**config.mk**
```make
export PLATFORM = sky130hd
export DESIGN_NAME = bullet_wave_scheduler
export DESIGN_NICKNAME = d
export VERILOG_FILES = /design/src/rtl/bullet_pkg.sv /design/src/rtl/bullet_slot.sv /design/src/rtl/bullet_wave_scheduler.sv
export SDC_FILE = /design/constraint.sdc
export NUM_CORES = 1
export LEC_CHECK = 0
export BUFFER_PORTS_ARGS = -buffer_cell sky130_fd_sc_hd__buf_2
export CORE_MARGIN = 8
export CORE_UTILIZATION = 50
export DETAILED_ROUTE_END_ITERATION = 7
export PLACE_DENSITY_LB_ADDON = 0.05
export RECOVER_POWER = 50
export SLEW_MARGIN = 5
export SYNTH_ARGS = -nofsm -noshare
export SYNTH_HDL_FRONTEND = slang
export SYNTH_SLANG_ARGS = --single-unit
```
**constraint.sdc**
```tcl
create_clock -name Pclk -period 2.8 [get_ports Pclk]
set_clock_uncertainty 0.1 [all_clocks]
set_input_delay 0.14 -clock Pclk [delete_from_list [all_inputs] [get_ports Pclk]]
set_output_delay 0.14 -clock Pclk [all_outputs]
set_load 0.02 [all_outputs]
```
**src/rtl/bullet_pkg.sv**
```systemverilog
// rtl/bullet_pkg.sv - shared constants, state codes and pixel distance helper for the bullet wave scheduler
package bullet_pkg;

  localparam int COORD_W = 10;

  localparam logic [COORD_W-1:0] H_LAST = 10'd639;
  localparam logic [COORD_W-1:0] V_LAST = 10'd479;

  localparam logic DIR_RIGHT = 1'b1;
  localparam logic DIR_LEFT  = 1'b0;

  typedef logic [1:0] state_t;
  localparam state_t IDLE = 2'd0;
  localparam state_t RUN  = 2'd1;
  localparam state_t DONE = 2'd2;

  // Squared euclidean distance between a pixel and a bullet centre, done on magnitudes.
  function automatic logic [2*COORD_W+1:0] dist_sq(
    input logic [COORD_W-1:0] px,
    input logic [COORD_W-1:0] py,
    input logic [COORD_W-1:0] cx,
    input logic [COORD_W-1:0] cy
  );
    logic [COORD_W:0]       dx, dy, ax, ay;
    logic [2*COORD_W+1:0]   wx, wy;
    dx = {1'b0, px} - {1'b0, cx};
    dy = {1'b0, py} - {1'b0, cy};
    ax = dx[COORD_W] ? -dx : dx;
    ay = dy[COORD_W] ? -dy : dy;
    wx = {{(COORD_W+1){1'b0}}, ax};
    wy = {{(COORD_W+1){1'b0}}, ay};
    return wx * wx + wy * wy;
  endfunction

endpackage

```
**src/rtl/bullet_slot.sv**
```systemverilog
// rtl/bullet_slot.sv - one bullet slot: position, direction, lifetime, bounce and expiry
module bullet_slot
  import bullet_pkg::*;
#(
  parameter int STEP     = 6,
  parameter int X_MIN    = 230,
  parameter int X_MAX    = 416,
  parameter int SPAWN_X  = 250,
  parameter int SPAWN_Y  = 320,
  parameter int LIFETIME = 60
) (
  input  logic               Pclk,
  input  logic               rst,
  input  logic               move,
  input  logic               spawn,
  input  logic               spawn_dir,
  input  logic               clear,
  output logic [COORD_W-1:0] x,
  output logic [COORD_W-1:0] y,
  output logic               active
);

  localparam int LIFE_W = $clog2(LIFETIME + 1);

  localparam logic [COORD_W:0]   STEP_W    = STEP[COORD_W:0];
  localparam logic [COORD_W:0]   XMIN_W    = X_MIN[COORD_W:0];
  localparam logic [COORD_W:0]   XMAX_W    = X_MAX[COORD_W:0];
  localparam logic [COORD_W-1:0] SPAWN_X_W = SPAWN_X[COORD_W-1:0];
  localparam logic [COORD_W-1:0] SPAWN_Y_W = SPAWN_Y[COORD_W-1:0];
  localparam logic [LIFE_W-1:0]  LIFE_INIT = LIFETIME[LIFE_W-1:0];
  localparam logic [LIFE_W-1:0]  LIFE_ONE  = LIFE_W'(1);

  logic              dir;
  logic [LIFE_W-1:0] life;
  logic [COORD_W:0]  x_ext;

  // One extra bit so x+STEP cannot wrap before the limit compare.
  assign x_ext = {1'b0, x};

  always_ff @(posedge Pclk) begin
    if (rst) begin
      x      <= SPAWN_X_W;
      y      <= SPAWN_Y_W;
      dir    <= DIR_RIGHT;
      life   <= '0;
      active <= 1'b0;
    end else if (clear && active) begin
      active <= 1'b0;
    end else if (spawn) begin
      x      <= SPAWN_X_W;
      y      <= SPAWN_Y_W;
      dir    <= spawn_dir;
      life   <= LIFE_INIT;
      active <= 1'b1;
    end else if (move && active) begin
      if (dir == DIR_RIGHT) begin
        if (x_ext + STEP_W > XMAX_W) begin
          x   <= XMAX_W[COORD_W-1:0];
          dir <= DIR_LEFT;
        end else begin
          x <= x + STEP_W[COORD_W-1:0];
        end
      end else begin
        if (x_ext < XMIN_W + STEP_W) begin
          x   <= XMIN_W[COORD_W-1:0];
          dir <= DIR_RIGHT;
        end else begin
          x <= x - STEP_W[COORD_W-1:0];
        end
      end
      life <= life - LIFE_ONE;
      if (life == LIFE_ONE) begin
        active <= 1'b0;
      end
    end
  end

endmodule

```
**src/rtl/bullet_wave_scheduler.sv**
```systemverilog
// rtl/bullet_wave_scheduler.sv - wave sequencer: spawn schedule, slot array, end-of-wave
// Optional pixel hit output enabled by defining BULLET_PIXEL_EN.
module bullet_wave_scheduler
  import bullet_pkg::*;
#(
  parameter int N_BULLETS  = 4,
  parameter int MOVE_DIV   = 3,
  parameter int STEP       = 6,
  parameter int X_MIN      = 230,
  parameter int X_MAX      = 416,
  parameter int SPAWN_X    = 250,
  parameter int SPAWN_Y    = 320,
  parameter int Y_PITCH    = 16,
  parameter int SPAWN_GAP  = 8,
  parameter int WAVE_COUNT = 8,
  parameter int LIFETIME   = 60,
  parameter int RADIUS     = 5
) (
  input  logic                         Pclk,
  input  logic                         rst,
  input  logic [COORD_W-1:0]           xx,
  input  logic [COORD_W-1:0]           yy,
  input  logic                         aactive,
  input  logic                         start,
  input  logic [N_BULLETS-1:0]         collision,
  output logic [COORD_W*N_BULLETS-1:0] bullet_x,
  output logic [COORD_W*N_BULLETS-1:0] bullet_y,
  output logic [N_BULLETS-1:0]         bullet_active,
  output logic                         busy,
  output logic                         wave_done,
  output logic                         bullet_on
);

  localparam int CNT_W = $clog2(WAVE_COUNT + 1);
  localparam int TMR_W = (SPAWN_GAP > 1) ? $clog2(SPAWN_GAP) : 1;
  localparam int DIV_W = (MOVE_DIV > 1) ? $clog2(MOVE_DIV) : 1;
  localparam int IDX_W = (N_BULLETS > 1) ? $clog2(N_BULLETS) : 1;

  localparam int GAP_LAST_I = SPAWN_GAP - 1;
  localparam int DIV_LAST_I = MOVE_DIV - 1;

  localparam logic [CNT_W-1:0] WAVE_LAST = WAVE_COUNT[CNT_W-1:0];
  localparam logic [TMR_W-1:0] GAP_LAST  = GAP_LAST_I[TMR_W-1:0];
  localparam logic [DIV_W-1:0] DIV_LAST  = DIV_LAST_I[DIV_W-1:0];

  state_t             state;
  logic [DIV_W-1:0]   div_cnt;
  logic [TMR_W-1:0]   spawn_timer;
  logic [CNT_W-1:0]   spawned_cnt;

  logic               frame_tick;
  logic               move_tick;
  logic               free_found;
  logic [IDX_W-1:0]   free_idx;
  logic               do_spawn;
  logic               spawn_dir;
  logic [N_BULLETS-1:0] spawn_vec;

  assign frame_tick = (xx == H_LAST) && (yy == V_LAST);
  assign move_tick  = (state == RUN) && frame_tick && (div_cnt == DIV_LAST);

  // Lowest free slot taken from the registered flags, so slots freed this edge wait a tick.
  always_comb begin
    free_found = 1'b0;
    free_idx   = '0;
    for (int i = N_BULLETS - 1; i >= 0; i--) begin
      if (!bullet_active[i]) begin
        free_found = 1'b1;
        free_idx   = IDX_W'(i);
      end
    end
  end

  assign do_spawn  = move_tick && (spawn_timer == GAP_LAST) &&
                     (spawned_cnt < WAVE_LAST) && free_found;
  assign spawn_dir = spawned_cnt[0] ? DIR_LEFT : DIR_RIGHT;

  always_comb begin
    spawn_vec = '0;
    if (do_spawn) begin
      spawn_vec[free_idx] = 1'b1;
    end
  end

  always_ff @(posedge Pclk) begin
    if (rst) begin
      state       <= IDLE;
      div_cnt     <= '0;
      spawn_timer <= '0;
      spawned_cnt <= '0;
    end else begin
      case (state)
        IDLE: begin
          if (start) begin
            state       <= RUN;
            div_cnt     <= '0;
            spawned_cnt <= '0;
            spawn_timer <= GAP_LAST;
          end
        end
        RUN: begin
          if (frame_tick) begin
            div_cnt <= (div_cnt == DIV_LAST) ? '0 : div_cnt + 1'b1;
          end
          if (move_tick) begin
            if (do_spawn) begin
              spawn_timer <= '0;
              spawned_cnt <= spawned_cnt + 1'b1;
            end else if (spawn_timer != GAP_LAST) begin
              spawn_timer <= spawn_timer + 1'b1;
            end
          end
          if ((spawned_cnt == WAVE_LAST) && (bullet_active == '0)) begin
            state <= DONE;
          end
        end
        DONE:    state <= IDLE;
        default: state <= IDLE;
      endcase
    end
  end

  assign busy      = (state == RUN);
  assign wave_done = (state == DONE);

  for (genvar i = 0; i < N_BULLETS; i++) begin : g_slot
    bullet_slot #(
      .STEP     (STEP),
      .X_MIN    (X_MIN),
      .X_MAX    (X_MAX),
      .SPAWN_X  (SPAWN_X),
      .SPAWN_Y  (SPAWN_Y + i * Y_PITCH),
      .LIFETIME (LIFETIME)
    ) u_slot (
      .Pclk      (Pclk),
      .rst       (rst),
      .move      (move_tick),
      .spawn     (spawn_vec[i]),
      .spawn_dir (spawn_dir),
      .clear     (collision[i]),
      .x         (bullet_x[COORD_W*i +: COORD_W]),
      .y         (bullet_y[COORD_W*i +: COORD_W]),
      .active    (bullet_active[i])
    );
  end

`ifdef BULLET_PIXEL_EN
  localparam int                   R_SQ_I = RADIUS * RADIUS;
  localparam logic [2*COORD_W+1:0] R_SQ   = R_SQ_I[2*COORD_W+1:0];

  logic pix_hit;

  always_comb begin
    pix_hit = 1'b0;
    for (int i = 0; i < N_BULLETS; i++) begin
      if (bullet_active[i] &&
          (dist_sq(xx, yy, bullet_x[COORD_W*i +: COORD_W],
                   bullet_y[COORD_W*i +: COORD_W]) <= R_SQ)) begin
        pix_hit = 1'b1;
      end
    end
  end

  always_ff @(posedge Pclk) begin
    if (rst) begin
      bullet_on <= 1'b0;
    end else begin
      bullet_on <= aactive && pix_hit;
    end
  end
`else
  logic unused_pix;
  assign unused_pix = aactive & RADIUS[0];
  assign bullet_on  = 1'b0;
`endif

endmodule

```
## After elaboration in Yosys (flattened, before gate mapping)

Cells that the tools add are included.

- Add/sub/neg operators: 19
- Bitwise gates (word level): 4
- Reduce and logical (&&, ||, !) cells: 43
- Shift operators: 0
- Div/mod/pow operators: 0
- Multipliers: 0
- $lt $le $gt $ge: 11
- Eq/ne operators: 18
- Muxes and demuxes: 88

Operators by type and width:

| cell | number |
|---|---|
| $mux W10 | 20 |
| $mux W6 | 8 |
| $add A10 B3 Y11 const B | 4 |
| $gt A11 B9 Y1 const B | 4 |
| $add A10 B3 Y10 const B | 4 |
| $lt A10 B8 Y1 const B | 4 |
| $sub A10 B3 Y10 const B | 4 |
| $mux W1 | 38 |
| $eq A6 B1 Y1 const B | 4 |
| $sub A6 B1 Y6 const B | 4 |
| $mux W2 | 9 |
| $reduce_and A2 Y1 | 9 |
| $reduce_bool A2 Y1 | 9 |
| $logic_and A1 B1 Y1 | 16 |
| $mux W4 | 4 |
| $mux W3 | 4 |
| $eq A10 B10 Y1 const B | 1 |
| $eq A10 B9 Y1 const B | 1 |
| $ne A2 B1 Y1 const B | 4 |
| $pmux W2 S2 | 2 |
| $pmux W4 S2 | 1 |
| $reduce_and A4 Y1 | 2 |
| $reduce_or A2 Y1 | 4 |
| $pmux W3 S2 | 1 |
| 18 further kinds | 22 |

- Logic and storage cells: 203
- Memory bits (writable): 0
- Register bits after elaboration: 83
- Bits in latches: 0
- Memories kept: 0
- Bits of input ports: 28
- Output and inout bits: 87
- Memory bits (read-only): 0

## Logic depth before layout (Yosys ltp)

- Depth in word-level cells: 11
- Mapped depth: 11

## By module

Synthesis repeated with hierarchy kept, for this count alone.

- Cells, all modules: 844
- Area, all modules: 6406.1 µm²

By module, submodules not included:

| module | area each (µm²) | cells each | instances | sequential area each (µm²) |
|---|---|---|---|---|
| bullet_slot | 1406.3 | 188 | 4 | 340.3 |
| bullet_wave_scheduler | 780.7 | 92 | 1 | 220.2 |

## Worst setup path before layout

No wires, ideal clock.

- Path type: flip-flop to flip-flop
- From: register g_slot[3].u_slot.x[1]
- To: register g_slot[3].u_slot.x[5]
- Path slack: 209 ps
- Cell stages (with the launch flop): 11
- Arrival time: 2363 ps
- Required time: 2572 ps
- Clock period less this slack: 2591 ps
- Path buffers: 1
- Cell sequence: dfxtp_1 -> clkbuf_1 -> inv_1 -> ha_1 -> and3b_1 -> o21ai_0 -> a32o_1 -> a211oi_2 -> a32oi_1 -> nor3_1 -> o21ai_1

- Longest elaborated chain between the ends: 6
- Elaborated cells between the ends (all ways): 10
- Classes of those cells: add/sub: 3; order compare: 2; mux: 5

RTL lines:

| item | line | RTL |
|---|---|---|
| start, declared | bullet_slot.sv:18 | `output logic [COORD_W-1:0] x,` |
| start signal, assigned | bullet_slot.sv:58 | `x <= XMAX_W[COORD_W-1:0];` |
| start signal, assigned | bullet_slot.sv:61 | `x <= x + STEP_W[COORD_W-1:0];` |
| start signal, assigned | bullet_slot.sv:65 | `x <= XMIN_W[COORD_W-1:0];` |
| $add A10 B3 Y11 | bullet_slot.sv:57 | `if (x_ext + STEP_W > XMAX_W) begin` |
| $gt A11 B9 Y1 | bullet_slot.sv:57 |  |
| $mux W10 | bullet_slot.sv:57 |  |
| $mux W10 (*) | bullet_slot.sv:56 | `if (dir == DIR_RIGHT) begin` |
| $mux W10 (*) | bullet_slot.sv:55 | `end else if (move && active) begin` |
| $mux W10 (*) | bullet_slot.sv:49 | `end else if (spawn) begin` |

Every way passes the cells marked *; elsewhere a longest branch is shown, timed or not. The select of a mux whose other input is x is not followed.
A chain may end at the register's enable or synchronous reset.

## Final worst setup path

- From: register g_slot[0].u_slot.x[2]
- To: register g_slot[0].u_slot.x[5]

- Longest elaborated chain between the ends: 6
- Elaborated cells between the ends (all ways): 10
- Classes of those cells: add/sub: 3; order compare: 2; mux: 5

RTL lines:

| item | line |
|---|---|
| start, declared | bullet_slot.sv:18 |
| start signal, assigned | bullet_slot.sv:58 |
| start signal, assigned | bullet_slot.sv:61 |
| start signal, assigned | bullet_slot.sv:65 |
| $add A10 B3 Y11 | bullet_slot.sv:57 |
| $gt A11 B9 Y1 | bullet_slot.sv:57 |
| $mux W10 | bullet_slot.sv:57 |
| $mux W10 (*) | bullet_slot.sv:56 |
| $mux W10 (*) | bullet_slot.sv:55 |
| $mux W10 (*) | bullet_slot.sv:49 |

Marked as above.

==> flow_metrics.env <==
export IMPL_ff2ff_path_depth=9
export IMPL_cp_max_fo=8
export IMPL_synth_edf_count=0
export IMPL_crit_path_end="g_slot[0].u_slot.x[5]$_SDFFE_PP1P_"
export IMPL_synth_common_cells="nor2_1 (95), a21oi_1 (82), dfxtp_1 (79), nand2_1 (64), buf_4 (54)"
export IMPL_viasPerCell=5.75
export IMPL_die_h_um=128
export IMPL_diodes=0
export IMPL_coreArea_mm2=0.0124
export IMPL_synth_area_leader_cell="dfxtp_1"
export IMPL_drt_wl_total_mm=17.1
export IMPL_synth_most_common_cell="nor2_1"
export IMPL_clk_latency_ns=0.34
export IMPL_hp_class="input pin to register"
export IMPL_p_per_area_mw_per_mm2=358
export IMPL_criticalPathCategory="register to register"
export IMPL_grt_max_degree=63
export IMPL_htreeDepth=3
export IMPL_cp_cell_sequence="inv_1 -> ha_1 -> and3b_2 -> xnor2_1 -> o21ai_0 -> a21oi_1 -> a41o_1 -> a21oi_1 -> o41ai_1"
export IMPL_critPathCaptureType="register"
export IMPL_cts_tree="done"
export IMPL_grt_overflow=0
export IMPL_multi_input_area_mm2=0.00410
export IMPL_grt_pass1_vias=5754
export IMPL_r2r_start="g_slot[0].u_slot.x[2]$_SDFFE_PP0P_"
export IMPL_power_frac_seq_pct=46.7
export IMPL_fin_crit_sh_pct=93.9
export IMPL_synth_cells=832
export IMPL_fin_crit_ns=2.63
export IMPL_io_buffers=68
export IMPL_seqCellArea_mm2=0.00158
export IMPL_synth_cell_type_count=92
export IMPL_setup_worst_path_start="g_slot[0].u_slot.x[2]$_SDFFE_PP0P_"
export IMPL_drt_iter0_drc=541
export IMPL_die_width_um=128
export IMPL_hpwl_mm=12.5
export IMPL_clkTransAtPathRegs_ns=0.06
export IMPL_crit_buf_inv=1
export IMPL_setup_worst_path_start_class="register"
export IMPL_antenna_found_initial=0
export IMPL_start_util_pct=50.6
export IMPL_vias=6077
export IMPL_io_pins=115
export IMPL_rows=41
export IMPL_finalHoldViolCount=0
export IMPL_cts_sinks=79
export IMPL_comb_power_share_pct=5.7
export IMPL_final_max_slew_violation_count=0
export IMPL_worst_path_stages=9
export IMPL_final_layout_size_suffix_gt1_share_pct=10.5
export IMPL_fmax_ghz=0.380
export IMPL_rsz0062_at_grt="false"
export IMPL_relSlewSlack_pct=52.7
export IMPL_cts_inserted_buffers=9
export IMPL_crit_slowest_cell="dfxtp_2"
export IMPL_setup_tns_ns=0
export IMPL_dr_pass1_iters=5
export IMPL_stdcell_count=1056
export IMPL_intPower_mw=1.85
export IMPL_syn_area_mm2=0.00628
export IMPL_synth_top_cell_area_share_pct=25.2
export IMPL_synthArstFlopShare_pct=0
export IMPL_nFillCells=1267
export IMPL_cp_arrival_ns=2.75
export IMPL_clockPowerShare_pct=47.6
export IMPL_netlist_top_cells_area="dfxtp_1 (25%), a21oi_1 (6.5%), buf_4 (6.5%), nor2_1 (5.7%), ha_1 (4.4%)"
export IMPL_dp_cells=1039
export IMPL_tightest_slew_ns=0.709
export IMPL_critPathRequiredTime_ns=2.92
export IMPL_cts_root_buf="clkbuf_16"
export IMPL_ys_flop_type="dfxtp_1"
export IMPL_setup_viol=0
export IMPL_p_leak_nw=2.71
export IMPL_grt_pass1_wl_mm=28.0
export IMPL_crit_path_frequent_cell="a21oi_1"
export IMPL_clk_path_buf_depth=2
export IMPL_cap_violations=0
export IMPL_p_sw_share_pct=23.9
export IMPL_ff2ff_setup_slack_ns=0.17
export IMPL_r2r_end="g_slot[0].u_slot.x[5]$_SDFFE_PP1P_"
export IMPL_outcome="complete, no violations"
export IMPL_yosysSeqAreaShare_pct=25.2
export IMPL_design_final_nets=929
export IMPL_synth_ff_latch_count=79
export IMPL_antenna_left=0
export IMPL_wl_per_cell_um=16.2
export IMPL_syn_to_final_growth_pct=8.25
export IMPL_cp_top_family="compound AO/OA/AOI/OAI gates"
export IMPL_gp_congestion=0.879
export IMPL_syn_avg_cell_area_um2=7.54
export IMPL_yosys_warnings=0
export IMPL_ir_drop_mv=0.367
export IMPL_slowest_delay_ns=0.41
export IMPL_die_area_mm2=0.0164
export IMPL_remaining_drc_errors=0
export IMPL_netSwitchingPower_mw=0.582
export IMPL_grtUsageTotal_pct=20.5
[power by group through the flow]
stage                     clock, mW  combinational, mW  sequential [mW]
after detailed placement          0              0.136             1.16
after global routing           1.24              0.151             1.13
final                          1.16              0.139             1.13
after global placement            0              0.133             1.16
after floorplan                   0              0.149             1.16
after CTS                      1.20              0.137             1.13
[tightest hold or removal path: stages]
cell     delay [ns]
buf_2          0.07
nor2b_1        0.07
o21ai_0        0.10
a21oi_1        0.08
[sequential cells by signal, summed over array words and instances, names as in the netlist]
name / cells
spawn_timer: 3
spawned_cnt: 4
g_slot.u_slot.dir: 4
state: 2
g_slot.u_slot.life: 24
g_slot.u_slot.x: 36
div_cnt: 2
g_slot.u_slot.active: 4
[placed cells by master (no fill, tap or decap), types with 5 or more instances in the layout]
cell type  count
nand2_1       64
nand2b_1      12
nand3b_1       5
a41o_1         5
a211o_1        6
inv_1         32
nor4_1        11
ha_1          22
clkbuf_16      9
buf_4         23
nand4_1        7
nand4b_1       7
o31ai_1        6
o21ai_1        5
nor2_1        95
conb_1        45
a211oi_1       6
and2_1         8
a21oi_1       82
a21o_1         5
buf_2         29
a22oi_1        5
mux2i_1        5
o211ai_1       6
o21ai_0       39
and3_1        10
o2111ai_1      9
xnor2_1       18
a31oi_1       11
nor3_1        24
nand3_1       23
nor3b_1        6
o31a_1         5
nor2b_1        7
xor2_1        15
clkbuf_1      44
dfxtp_1       77
[per-layer routing]
layer	up-vias	GRT usage (%)	wire [um]
met3	21	4.20	903
met4	0	6.29	255
met1	2852	25.9	7780
met5	-	0	0
met2	181	34.1	8140
li1	3023	-	-
[metrics by stage]
step / power [mW] / setup slack, ns / util (%) / hold slack [ns] / cell area [um^2]
floorplan: 1.31 / 0.209 / - / 0.156 / 6440
global placement: 1.29 / 0.231 / 52.8 / 0.285 / 6560
detailed placement: 1.29 / 0.128 / 52.8 / 0.289 / 6560
CTS: 2.47 / 0.0977 / 55.2 / 0.0773 / 6860
global route: 2.53 / 0.0150 / 54.7 / 0.0996 / 6800
finish: 2.43 / 0.170 / 54.7 / 0.0735 / 6800
[cell type report]
cell class	count	share of cell area (%)
timing repair buffer	96	7.20
multi-input combinational	661	60.3
sequential	79	23.3
clock inverter	6	0.902
tap	172	3.17
inverter	32	1.77
clock buffer	10	3.37
[timing repair]
item | 4_1_cts | 5_1_grt
resized for setup | 0 | 4
hold buffers | 1 | 0
hold endpoints to repair | 1 | 0
endpoints found under the setup margin | 0 | 5
buffers inserted | 0 | 0
[how the worst min path moves through the flow]
stage / from / end / slack [ns] / cells past startpoint
6_report: collision[3] / g_slot[3].u_slot.active$_SDFFE_PP0P_ / 0.07 / 4
5_1_grt: start / spawned_cnt[1]$_SDFFE_PP0P_ / 0.1 / 4
4_1_cts: start / spawned_cnt[1]$_SDFFE_PP0P_ / 0.08 / 4
3_5_place_dp: collision[1] / g_slot[1].u_slot.active$_SDFFE_PP0P_ / 0.29 / 2
3_3_place_gp: collision[1] / g_slot[1].u_slot.active$_SDFFE_PP0P_ / 0.28 / 2
2_1_floorplan: collision[1] / g_slot[1].u_slot.active$_SDFFE_PP0P_ / 0.16 / 1
[cells by family after synthesis]
kind of cell    share of synthesized area (%)
fa+ha+maj                                4.39
buf+inv                                  12.1
simple gates                             25.5
flops                                    25.2
xor+xnor                                 4.60
other cells                             0.120
mux                                      1.16
compound gates                           27.0
No activity file was read; power rests on OpenSTA's default activity.
